### config.mk
export PLATFORM = sky130hd
export DESIGN_NAME = me_fetch
export DESIGN_NICKNAME = d
export VERILOG_FILES = /design/src/rtl/me_pkg.sv /design/src/rtl/me_addr_gen.sv /design/src/rtl/me_fetch.sv
export SDC_FILE = /design/constraint.sdc
export NUM_CORES = 1
export LEC_CHECK = 0
export ABC_AREA = 1
export CAP_MARGIN = 0
export CORE_UTILIZATION = 45
export DETAILED_ROUTE_END_ITERATION = 6
export GPL_ROUTABILITY_DRIVEN = 0
export GPL_TIMING_DRIVEN = 0
export MAX_ROUTING_LAYER = met4
export PLACE_DENSITY = 0.74
export SYNTH_ARGS = -nofsm -noshare
export SYNTH_HDL_FRONTEND = slang
export SYNTH_SLANG_ARGS = --single-unit
### constraint.sdc
create_clock -name clk -period 5.8 [get_ports clk]
set_input_delay 0.87 -clock clk [delete_from_list [all_inputs] [get_ports clk]]
set_output_delay 0.87 -clock clk [all_outputs]
set_load 0.02 [all_outputs]
### src/rtl/me_pkg.sv
// Shared types and geometry helpers for the motion-estimation pixel fetch block.
package me_pkg;

  typedef enum logic [1:0] {
    ST_IDLE = 2'd0,
    ST_RUN  = 2'd1,
    ST_DONE = 2'd2
  } me_state_e;

  localparam int PIX_W  = 8;
  localparam int CUR_DW = 32;
  localparam int REF_DW = 64;
  localparam int CUR_WB = CUR_DW / PIX_W;
  localparam int REF_WB = REF_DW / PIX_W;

  function automatic int win_of(input int blk, input int sr);
    return blk + 2 * sr;
  endfunction

  function automatic int cur_wpr_of(input int blk);
    return blk / CUR_WB;
  endfunction

  function automatic int ref_wpr_of(input int blk, input int sr);
    return win_of(blk, sr) / REF_WB;
  endfunction

  function automatic int ref_stride_of(input int frame_w, input int sr);
    return frame_w + 2 * sr;
  endfunction

  function automatic int blk_cnt_of(input int dim, input int blk);
    return dim / blk;
  endfunction

endpackage

### src/rtl/me_addr_gen.sv
// Word walker over one rectangular pixel set: column/row counters, remaining flag
// and the byte address of the word that the next accept will read.
module me_addr_gen
  import me_pkg::*;
#(
  parameter int WPR    = 4,
  parameter int ROWS   = 16,
  parameter int STRIDE = 64,
  parameter int WB     = 4
)(
  input  logic        clk,
  input  logic        rst,
  input  logic        clr,
  input  logic        step,
  input  logic [31:0] base,
  output logic        remaining,
  output logic [31:0] addr
);

  localparam int CW = (WPR > 1) ? $clog2(WPR) : 1;
  localparam int RW = (ROWS > 1) ? $clog2(ROWS) : 1;
  localparam logic [CW-1:0] COL_LAST = CW'(WPR - 1);
  localparam logic [RW-1:0] ROW_LAST = RW'(ROWS - 1);

  logic [CW-1:0] col_r;
  logic [RW-1:0] row_r;
  logic          rem_r;

  // advance one word per accept; the final word of the set drops remaining
  always_ff @(posedge clk) begin
    if (rst) begin
      col_r <= '0;
      row_r <= '0;
      rem_r <= 1'b0;
    end else if (clr) begin
      col_r <= '0;
      row_r <= '0;
      rem_r <= 1'b1;
    end else if (step && rem_r) begin
      if (col_r == COL_LAST) begin
        col_r <= '0;
        if (row_r == ROW_LAST) begin
          row_r <= '0;
          rem_r <= 1'b0;
        end else begin
          row_r <= row_r + RW'(1);
        end
      end else begin
        col_r <= col_r + CW'(1);
      end
    end
  end

  assign remaining = rem_r;
  assign addr      = base + 32'(row_r) * 32'(STRIDE) + 32'(col_r) * 32'(WB);

endmodule

### src/rtl/me_fetch.sv
// Pixel fetch controller feeding the ME core from a single-port frame memory.
// Define ME_FETCH_STAT_EN to add the rd_cnt read statistics output.
module me_fetch
  import me_pkg::*;
#(
  parameter int          FRAME_W  = 3840,
  parameter int          FRAME_H  = 2160,
  parameter int          BLK      = 16,
  parameter int          SR       = 16,
  parameter logic [31:0] CUR_BASE = 32'd0,
  parameter logic [31:0] REF_BASE = 32'd0
)(
  input  logic              clk,
  input  logic              rst,
  input  logic              start,
  input  logic              need_cur,
  input  logic              need_ref,
  output logic              cur_ack,
  output logic              ref_ack,
  output logic              mem_rd,
  output logic [31:0]       mem_addr,
  input  logic [REF_DW-1:0] mem_rdata,
  output logic [CUR_DW-1:0] cur_in,
  output logic [REF_DW-1:0] ref_in,
  output logic              cur_vld,
  output logic              ref_vld,
  output logic              blk_done,
  output logic              frame_done,
  output logic              busy,
  output logic              err
`ifdef ME_FETCH_STAT_EN
  ,
  output logic [31:0]       rd_cnt
`endif
);

  localparam int WIN        = win_of(BLK, SR);
  localparam int CUR_WPR    = cur_wpr_of(BLK);
  localparam int REF_WPR    = ref_wpr_of(BLK, SR);
  localparam int REF_STRIDE = ref_stride_of(FRAME_W, SR);
  localparam int BLK_X      = blk_cnt_of(FRAME_W, BLK);
  localparam int BLK_Y      = blk_cnt_of(FRAME_H, BLK);
  localparam int BXW        = (BLK_X > 1) ? $clog2(BLK_X) : 1;
  localparam int BYW        = (BLK_Y > 1) ? $clog2(BLK_Y) : 1;
  localparam logic [BXW-1:0] BX_LAST = BXW'(BLK_X - 1);
  localparam logic [BYW-1:0] BY_LAST = BYW'(BLK_Y - 1);

  me_state_e          state_r, state_nx_s;
  logic [BXW-1:0]     bx_r;
  logic [BYW-1:0]     by_r;
  logic               cur_rem_s, ref_rem_s;
  logic [31:0]        cur_addr_s, ref_addr_s, cur_base_s, ref_base_s;
  logic               cur_ack_s, ref_ack_s, blk_done_s, start_go_s, err_set_s;
  logic               last_blk_s, gen_clr_s;
  logic               pend_cur_r, pend_ref_r, cur_vld_r, ref_vld_r, err_r;
  logic [CUR_DW-1:0]  cur_in_r;
  logic [REF_DW-1:0]  ref_in_r;

  assign last_blk_s = (bx_r == BX_LAST) && (by_r == BY_LAST);
  assign gen_clr_s  = start_go_s | (blk_done_s & ~last_blk_s);
  assign cur_base_s = CUR_BASE + 32'(by_r) * 32'(BLK * FRAME_W) + 32'(bx_r) * 32'(BLK);
  assign ref_base_s = REF_BASE + 32'(by_r) * 32'(BLK * REF_STRIDE) + 32'(bx_r) * 32'(BLK);

  me_addr_gen #(.WPR(CUR_WPR), .ROWS(BLK), .STRIDE(FRAME_W), .WB(CUR_WB)) u_cur_gen (
    .clk(clk), .rst(rst), .clr(gen_clr_s), .step(cur_ack_s),
    .base(cur_base_s), .remaining(cur_rem_s), .addr(cur_addr_s)
  );

  me_addr_gen #(.WPR(REF_WPR), .ROWS(WIN), .STRIDE(REF_STRIDE), .WB(REF_WB)) u_ref_gen (
    .clk(clk), .rst(rst), .clr(gen_clr_s), .step(ref_ack_s),
    .base(ref_base_s), .remaining(ref_rem_s), .addr(ref_addr_s)
  );

  // state register
  always_ff @(posedge clk) begin
    if (rst) state_r <= ST_IDLE;
    else     state_r <= state_nx_s;
  end

  // next state, arbitration (cur wins) and error detection
  always_comb begin
    state_nx_s = state_r;
    cur_ack_s  = 1'b0;
    ref_ack_s  = 1'b0;
    blk_done_s = 1'b0;
    start_go_s = 1'b0;
    err_set_s  = 1'b0;
    case (state_r)
      ST_IDLE: begin
        start_go_s = start;
        err_set_s  = need_cur | need_ref;
        if (start) state_nx_s = ST_RUN;
        else       state_nx_s = ST_IDLE;
      end
      ST_RUN: begin
        cur_ack_s  = need_cur & cur_rem_s;
        ref_ack_s  = need_ref & ref_rem_s & ~cur_ack_s;
        blk_done_s = ~cur_rem_s & ~ref_rem_s;
        err_set_s  = (need_cur & ~cur_rem_s & ~ref_ack_s) | (need_ref & ~ref_rem_s);
        if (blk_done_s && last_blk_s) state_nx_s = ST_DONE;
        else                          state_nx_s = ST_RUN;
      end
      ST_DONE: begin
        err_set_s  = need_cur | need_ref;
        state_nx_s = ST_IDLE;
      end
      default: state_nx_s = ST_IDLE;
    endcase
  end

  // block position in raster order
  always_ff @(posedge clk) begin
    if (rst || start_go_s) begin
      bx_r <= '0;
      by_r <= '0;
    end else if (blk_done_s) begin
      if (bx_r == BX_LAST) begin
        bx_r <= '0;
        by_r <= (by_r == BY_LAST) ? '0 : by_r + BYW'(1);
      end else begin
        bx_r <= bx_r + BXW'(1);
      end
    end
  end

  // read data pipeline: accept, sample rdata next cycle, present the cycle after
  always_ff @(posedge clk) begin
    if (rst) begin
      pend_cur_r <= 1'b0;
      pend_ref_r <= 1'b0;
      cur_vld_r  <= 1'b0;
      ref_vld_r  <= 1'b0;
      cur_in_r   <= '0;
      ref_in_r   <= '0;
      err_r      <= 1'b0;
    end else begin
      pend_cur_r <= cur_ack_s;
      pend_ref_r <= ref_ack_s;
      cur_vld_r  <= pend_cur_r;
      ref_vld_r  <= pend_ref_r;
      if (pend_cur_r) cur_in_r <= mem_rdata[CUR_DW-1:0];
      if (pend_ref_r) ref_in_r <= mem_rdata;
      if (err_set_s)  err_r    <= 1'b1;
    end
  end

`ifdef ME_FETCH_STAT_EN
  logic [31:0] rd_cnt_r;

  // saturating count of memory reads since the last start
  always_ff @(posedge clk) begin
    if (rst || start_go_s)                     rd_cnt_r <= 32'd0;
    else if (mem_rd && rd_cnt_r != 32'hFFFF_FFFF) rd_cnt_r <= rd_cnt_r + 32'd1;
    else                                       rd_cnt_r <= rd_cnt_r;
  end

  assign rd_cnt = rd_cnt_r;
`endif

  assign cur_ack    = cur_ack_s;
  assign ref_ack    = ref_ack_s;
  assign mem_rd     = cur_ack_s | ref_ack_s;
  assign mem_addr   = cur_ack_s ? cur_addr_s : (ref_ack_s ? ref_addr_s : 32'd0);
  assign cur_in     = cur_in_r;
  assign ref_in     = ref_in_r;
  assign cur_vld    = cur_vld_r;
  assign ref_vld    = ref_vld_r;
  assign blk_done   = blk_done_s;
  assign frame_done = (state_r == ST_DONE);
  assign busy       = (state_r == ST_RUN);
  assign err        = err_r;

endmodule

==> Yosys cells after proc, flatten, opt, wreduce, memory -nomap -nowiden <==
Index checks and enable logic that the tools add are counted.
Widths: inputs -> output; s select.
{ "op_classes": {"muxes": 24, "n_eq_ne": 8, "n_mul": 4, "magnitude_cmp": 0, "bitwise_logic": 17, "n_div": 0, "n_shift": 0, "n_reduce_logical": 19, "addsub": 12} }
{ "ops": {"columns": ["op", "n"], "rows": [
  ["$mux 32", 2],
  ["$add 24x12->25", 2],
  ["$add 32x4->32", 1],
  ["$add 32x6->32", 1],
  ["$add 25x16->26", 1],
  ["$add 25x18->26", 1],
  ["$add 8x1->8 const B", 2],
  ["$eq 8x8->1 const B", 2],
  ["$mux 8", 2],
  ["$mul 8x7->15 const B", 1],
  ["$mul 6x7->13 const B", 1],
  ["$mux 1", 13],
  ["$mul 8x4->12 const B", 1],
  ["$reduce_bool 2->1", 6],
  ["$and 1x1->1", 8],
  ["$mul 4x4->8 const B", 1],
  ["$add 6x1->6 const B", 1],
  ["$eq 6x6->1 const B", 1],
  ["$mux 6", 1],
  ["$reduce_and 2->1", 3],
  ["$reduce_and 3->1", 2],
  ["$not 1->1", 5],
  ["$add 4x1->4 const B", 1],
  ["$eq 2x2->1 const B", 2],
  ["other kinds (15)", 23]
]} }
{ "totals": {"input_bits": 69, "mem_bits_rw": 0, "latchBits": 0, "romBits": 0, "output_inout_bits": 137, "reg_bits": 136, "n_memories": 0, "elab_cells": 100} }

==> Longest topological paths before layout <==
Gate-level depths: netlist (run 1).
{ "depth": {"depth_word": 7, "ltp_mapped": 33, "ltp_nobuf": 33} }

==> Cells and area by module <==
A second synthesis (run 1) with hierarchy kept.
{ "unflattened": {"hier_cells": 1762, "hier_area_um2": 11876.4} }
{ "by_module_without_submodules": {"columns": ["mod", "instances", "cells_per_inst", "seq_area_each_um2", "area_per_inst_um2"], "rows": [
  ["me_fetch", 1, 902, 2382.3, 6826.5],
  ["me_addr_gen at u_ref_gen", 1, 498, 200.2, 3007.9],
  ["me_addr_gen at u_cur_gen", 1, 362, 140.1, 2042.0]
]} }

==> Worst setup path before layout (run 1) <==
OpenSTA, ideal clock, no wires.
{ "synth_path": {"path_type": "register to output", "from": "reg by_r[2]", "to": "out mem_addr[21]", "t_arrival_ns": 5.195, "slack_ns": -0.265, "stages_incl_launch_ff": 27, "t_required_ns": 4.930, "path_buffers": 0, "cell_sequence": "dfxtp_1 -> inv_1 -> fa_1 -> inv_1 -> fa_1 -> ha_1 -> inv_1 -> fa_1 -> inv_1 -> ha_1 -> or2_4 -> nand2_1 -> xnor2_1 -> ha_1 -> ha_1 -> nand2_1 -> nor2_1 -> nand3_1 -> nand3_1 -> nand2_1 -> nand2_2 -> nand2_1 -> nand2_1 -> nand2_1 -> nand2_1 -> o21ai_0 -> o21ai_1"} }
{ "synth_between": {"elab_chain_cells": 6, "elab_cells_between_ends": 10, "cone_classes": "add/sub (6); mul (2); mux (2)"} }
{ "synth_rtl": {"columns": ["element", "line_no", "rtl"], "rows": [
  ["start: declaration", "me_fetch.sv:50", "logic [BYW-1:0] by_r;"],
  ["start signal: assignment", "me_fetch.sv:119", "by_r <= (by_r == BY_LAST) ? '0 : by_r + BYW'(1);"],
  ["$mul 8x7->15", "me_fetch.sv:62", "assign ref_base_s = REF_BASE + 32'(by_r) * 32'(BLK * REF_STRIDE) + 32'(bx_r) * 32'(BLK);"],
  ["$add 24x12->25", "me_fetch.sv:62", null],
  ["$add 25x18->26", "me_addr_gen.sv:55", "assign addr = base + 32'(row_r) * 32'(STRIDE) + 32'(col_r) * 32'(WB);"],
  ["$add 32x6->32", "me_addr_gen.sv:55", null],
  ["$mux 32", "me_fetch.sv:163", "assign mem_addr = cur_ack_s ? cur_addr_s : (ref_ack_s ? ref_addr_s : 32'd0);"],
  ["$mux 32 (*)", "me_fetch.sv:163", null],
  ["end: declaration", "me_fetch.sv:21", "output logic [31:0] mem_addr,"]
]} }
Mark *: on every way between the ends. The rest lies on a longest branch, timed or not.

==> Final worst setup path (run 1) <==
{ "layout_path": {"from": "reg by_r[1]", "to": "out mem_addr[23]"} }
Same word-level chain as after synthesis.

==> flow_summary.json, run 1 <==
{
  "die_area_um2": 23300,
  "io_pins": 206,
  "finalWorstSetupSlack_ps": -476,
  "globalRouteOverflowTotal": 0,
  "synth-seq-cells": 136,
  "wl_um": 29400,
  "power.share.clock": 0.486,
  "worst_clock_skew_ps": 13.6,
  "power_frac_comb": 0.084,
  "synth_area_leaders": "dfxtp_1 27%, ha_1 14%, nor2_1 8.9%",
  "cts_root_buffer": "clkbuf_16",
  "ant_nets": 0,
  "layout_commonest_cell": "nor2_1",
  "cp_data_arrival_time_ps": 5410,
  "nets": 1892,
  "tightestPinTransition_ps": 800,
  "syn_to_final_growth_pct": 36.9,
  "leakagePower_nw": 6.73,
  "grt_pass1_vias": 9634,
  "ys_types": 56,
  "cap_violations": 0,
  "yosysTopAreaCell": "dfxtp_1",
  "status": "complete, but fails checks",
  "p_int_mw": 1.69,
  "slew_viol_final": 0,
  "switching_share": 0.243,
  "avgViaCountPerCell": 5.03,
  "final_cell_mix": "236 x nor2_1, 182 x nand2_1, 182 x clkdlybuf4s50_1",
  "grt_max_degree": 17,
  "synth_cells": 1411,
  "cp-end-kind": "output port",
  "hold_class": "flop to flop",
  "final-hold-violation-count": 0,
  "fin_util": 0.634,
  "p_switching_mw": 0.541,
  "drc": 0,
  "timing.final.crit_share": 1.08,
  "maxSlewHeadroom": 0.467,
  "drtPass1Iterations": 7,
  "tns_ps": -3270,
  "cts_sinks": 136,
  "critical_path_class": "flop to output port",
  "max_freq_ghz": 0.159,
  "cts_tree": "yes",
  "num_rows": 54,
  "dp.cells": 1895,
  "start_util": 0.463,
  "fin_hold_ws_ps": 472,
  "h-tree-depth": 4,
  "core_um2": 22100,
  "worstSkewPairLatency_ps": 420,
  "required_ps": 4930,
  "synth_warnings": 0,
  "avgSynthCellArea_um2": 7.25,
  "cts_max_path_buffers": 2,
  "initialDrtViolationCount": 566,
  "wl_per_cell_um": 15.0,
  "die_h_um": 153,
  "vias": 9869,
  "grt_pass1_wl_um": 47400,
  "critPathMaxFanout": 5,
  "die_width_um": 153,
  "fillers": 1862,
  "setup_violations": 11,
  "synth_top_area_frac": 0.266,
  "async_flop_share": 0,
  "grt_use_total": 0.260,
  "cp-start-kind": "flop",
  "vdd_drop_max_uv": 207,
  "drive_above_1_share": 0.161,
  "register_area_um2": 2760,
  "antenna_found_initial": 1,
  "period_minus_slack_ps": 6280,
  "cts_made_buffers": 17,
  "clk_pin_slew_ps": 70,
  "rsz0062_at_grt": "true",
  "dpl_worst_slack_ps": -1110,
  "port_buffers": 196,
  "seqPwrFrac": 0.429,
  "synth_edf_count": 0,
  "hpwl_um": 22700,
  "multi_input_area_um2": 7090,
  "p_per_area_nw_per_um2": 159,
  "stdcell_count": 1961,
  "syn_area_um2": 10200,
  "yosysSeqAreaShare": 0.266,
  "violations": "setup timing",
  "ys_dominant_reg_cell": "dfxtp_1"
}
-- cell families after synthesis --
group | Yosys count | synth area share
fa+ha+maj | 156 | 0.222
other cells | 1 | 0.000366
flops | 136 | 0.266
compound gates | 234 | 0.126
xor+xnor | 29 | 0.0263
simple gates | 595 | 0.260
buf+inv | 260 | 0.0993
-- metrics by stage --
step | area [µm²] | total power, mW
finish | 14000 | 2.23
global route | 14000 | 2.30
CTS | 13800 | 2.24
detailed placement | 12600 | 1.17
global placement | 12600 | 1.16
floorplan | 10300 | 1.06
-- final timing paths --
| kind | startpoint | depth (start not counted) | to | slack (ps) |
|---|---|---|---|---|
| setup reg to reg | by_r[6] | 8 | by_r[4] | 3310 |
| setup / recovery | by_r[1] | 27 | mem_addr[23] | -480 |
| hold reg to reg | u_ref_gen.col_r[0] | 2 | u_ref_gen.col_r[0] | 470 |
| hold / removal | u_ref_gen.col_r[0] | 2 | u_ref_gen.col_r[0] | 470 |
-- area by class of cell --
type / count / area share
multi-input cells: 1023 / 0.506
flip-flops and latches: 136 / 0.197
repair buffers: 229 / 0.156
inverters: 216 / 0.0589
clock buffers: 20 / 0.0319
well taps: 280 / 0.0250
plain buffers: 44 / 0.0145
clock inverters: 12 / 0.0100
diodes: 1 / 0.000179
-- repair_timing --
item                                    CTS  global route
buffers inserted                         28             5
pin swaps                                65            52
gates resized for setup                 161            54
hold endpoints to repair                  0             0
hold buffers                              0             0
endpoints found under the setup margin   14            13
-- flip-flops by register name, summed over array words and instances, names as in the netlist, 2 cells and up --
signal	count
by_r	8
bx_r	8
state_r	2
u_ref_gen.col_r	3
u_cur_gen.col_r	2
ref_in	64
u_cur_gen.row_r	4
cur_in	32
u_ref_gen.row_r	6
-- metal layers --
layer  up-vias  wire [µm]  global-route usage
met2       222      14500               0.436
met1      4582      12800               0.309
met4         0       1010               0.106
li1       5010          -                   -
met3        55       1110              0.0427
met5         -          0                   -
-- power groups by stage --
stage,Combinational (mW),Sequential (mW),Clock (mW)
final,0.188,0.956,1.08
after global routing,0.200,0.958,1.14
after CTS,0.187,0.956,1.10
after detailed placement,0.185,0.981,0
after global placement,0.184,0.980,0
after floorplan,0.0648,0.997,0
-- synth_stat cells (2+ instances only) --
cell type / n
nand3_1: 63
fa_1: 43
nor3_1: 7
ha_1: 113
nor2_4: 7
xnor2_1: 10
o22ai_1: 4
a21oi_2: 3
clkbuf_1: 31
nand3b_1: 7
nor2_2: 9
nand2_4: 2
clkinv_1: 2
nand2_1: 208
a211oi_1: 6
inv_1: 200
nand4_1: 11
or2_4: 2
buf_4: 10
a21oi_1: 56
nor3_4: 4
inv_2: 13
o21a_1: 2
a21o_1: 2
nor3_2: 3
xor2_1: 17
o21ai_1: 6
nand2_2: 14
nand3_2: 6
or2_1: 2
xnor2_2: 2
o21bai_1: 3
o21ai_0: 133
dfxtp_1: 136
nor2_1: 244
buf_1: 3
a31oi_1: 7
or2_2: 2
-- worst max-delay path, stage by stage, from the launching register on --
cell     delay [ps]
dfxtp_4         380
inv_6            40
fa_1            520
inv_1            50
fa_1            520
ha_4            300
inv_2            40
fa_1            480
inv_2            50
ha_4            210
or2_4           270
nand2_2         110
xnor2_4         140
ha_4            230
ha_4            270
nand2_4          80
nor2_4           40
buf_4           130
a21oi_4         190
nand2_8         100
xnor2_4         150
nor2_4          120
nand3_2         110
nor2_1          100
nand3_1          80
nand3_1          70
nand2_1          60
buf_6           130
Power figures use the tool's default switching activity.
==> run 2, diff against run 1 <==
SETUP_SLACK_MARGIN = 0.3   (was unset)
==> run 2 against run 1 <==
Net effect:
- the run still ends with setup timing left
- global-route usage increased by 0.30 points
- non-clock buffer count rose by 3
- clock power up 6%
- sequential power about the same
- clock skew fell by 3.1 ps
- register-to-register slack better by 190 ps
- die area is the same
- count of clock-buffer cells in the layout decreased by 2
- total power grew 3.2%
- utilization increased by 1.1 points
- largest cell class unchanged
- largest power group unchanged
- highest routed layer unchanged
==> flow_summary.json, run 2 (synthesis results as in run 1) <==
{
  "status": "complete, but fails checks",
  "violations": "setup timing",
  "cts_max_path_buffers": 2,
  "worstSkewPairLatency_ps": 430,
  "p_int_mw": 1.76,
  "tns_ps": -4300,
  "hold_class": "flop to flop",
  "fillers": 1861,
  "globalRouteOverflowTotal": 0,
  "timing.final.crit_share": 1.09,
  "hold_path_depth": 2,
  "rsz0062_at_grt": "true",
  "largest_register_ffs": 64,
  "clk_pin_slew_ps": 60,
  "grt_util_met3": 0.0535,
  "slew_viol_final": 0,
  "tightestPinTransition_ps": 645,
  "grt_use_total": 0.263,
  "dp.cells": 1895,
  "min_from": "err",
  "max_freq_ghz": 0.158,
  "drive_above_1_share": 0.179,
  "setup_violations": 11,
  "initialDrtViolationCount": 634,
  "cp-start-kind": "flop",
  "final-hold-violation-count": 0,
  "leakagePower_nw": 6.84,
  "register_area_um2": 2750,
  "hold_end": "err",
  "worstReg2RegEnd": "u_ref_gen.col_r[0]",
  "cp_data_arrival_time_ps": 5470,
  "cts_root_buffer": "clkbuf_16",
  "power.share.clock": 0.502,
  "grt_busiest_layer": "met2",
  "drtPass1Iterations": 5,
  "cts_tree": "yes",
  "drc": 0,
  "period_minus_slack_ps": 6340,
  "ant_nets": 0,
  "layout_commonest_cell": "nor2_1",
  "critical_path_buf_inv_count": 3,
  "port_buffers": 196,
  "syn_to_final_growth_pct": 39.4,
  "maxSlewHeadroom": 0.570,
  "multi_input_area_um2": 7240,
  "grt_pass1_wl_um": 47800,
  "avgViaCountPerCell": 5.07,
  "nets": 1895,
  "critical_path_class": "flop to output port",
  "slowest_stage": "fa_1",
  "vdd_drop_max_uv": 202,
  "r2r_cells": 9,
  "r2r_start": "by_r[6]",
  "seqPwrFrac": 0.417,
  "p_per_area_nw_per_um2": 161,
  "antenna_found_initial": 1,
  "stdcell_count": 1964,
  "cap_violations": 0,
  "critPathMaxFanout": 6,
  "final_cell_mix": "234 x nor2_1, 184 x inv_1, 181 x clkdlybuf4s50_1",
  "slowest_delay_ps": 590,
  "grt_max_degree": 17,
  "finalWorstSetupSlack_ps": -544,
  "die_width_um": 153,
  "die_h_um": 153,
  "required_ps": 4930,
  "fin_util": 0.645,
  "wl_um": 30100,
  "wl_per_cell_um": 15.3,
  "dpl_worst_slack_ps": -751,
  "start_util": 0.463,
  "cts_made_buffers": 17,
  "met2_usage": 0.432,
  "h-tree-depth": 4,
  "switching_share": 0.235,
  "critical-path-top-delay-family": "adder cells",
  "cts_sinks": 136,
  "io_pins": 206,
  "hpwl_um": 22900,
  "vias": 9965,
  "die_area_um2": 23300,
  "cp-end-kind": "output port",
  "reg2reg_slack_ps": 3500,
  "grt_use_met1": 0.324,
  "power_frac_comb": 0.082,
  "p_total_mw": 2.30,
  "num_rows": 54,
  "core_um2": 22100,
  "worst_clock_skew_ps": 10.5,
  "p_switching_mw": 0.539,
  "critPathMostFrequentCell": "ha_4",
  "grt_pass1_vias": 9569
}
-- run 2: cell count changes in the layout (fill, tap and decap cells not counted), moves of 4 or more --
cell	change
nand2_1	-13
buf_6	+10
nand2_4	+7
nand2_2	+6
o21ai_1	-5
o21ai_2	+5
a21oi_2	+4
-- run 2: power by group through the flow --
stage	combinational (mW)	clock (mW)	sequential [mW]
final	0.188	1.15	0.958
after global routing	0.201	1.21	0.960
after CTS	0.187	1.16	0.958
after detailed placement	0.185	0	0.980
after global placement	0.184	0	0.979
after floorplan	0.0648	0	0.995
-- run 2: per-layer routing --
metal / share of wire / routed length [µm]
met5: 0 / 0
met4: 0.024 / 725
met3: 0.052 / 1570
met2: 0.49 / 14800
met1: 0.43 / 13000
-- run 2: how the worst max path moves through the flow --
stage / depth (start not counted) / end / slack, ps / start
2_1_floorplan: 27 / mem_addr[23] / 270 / by_r[1]
3_3_place_gp: 28 / mem_addr[23] / -740 / by_r[2]
3_5_place_dp: 31 / mem_addr[24] / -750 / u_ref_gen.row_r[1]
4_1_cts: 28 / mem_addr[24] / -540 / by_r[2]
5_1_grt: 26 / mem_addr[24] / -730 / by_r[1]
6_report: 25 / mem_addr[23] / -540 / by_r[1]
-- run 2: layout make-up --
cell class | count | area share
antenna | 1 | 0.000175
inverter | 216 | 0.0579
sequential | 136 | 0.193
clock inverter | 14 | 0.0139
multi-input combinational | 1023 | 0.508
clock buffer | 18 | 0.0301
tap | 280 | 0.0246
buffer | 44 | 0.0142
timing repair buffer | 232 | 0.158
-- run 2: repair_timing --
item / 4_1_cts / 5_1_grt
buffers inserted: 21 / 15
endpoints found under the setup margin: 15 / 14
hold buffers: 0 / 0
gates resized for setup: 144 / 87
pin swaps: 56 / 48
-- run 2: stage by stage --
step                      cell area, µm²  hold WS, ps
after global placement             12700          440
after floorplan                    10400          446
after global routing               14300          497
after CTS                          13800          458
final                              14300          455
after detailed placement           12700          450
-- run 2: worst min-delay path: stages (launching register included) --
cell	delay, ps
dfxtp_1	300
inv_1	40
a21oi_1	60
==> run 3, diff against run 2 <==
CAP_MARGIN = 10   (was 0)
==> results of run 3 <==
The final DEF is identical to that of run 2; final timing and power are the same.
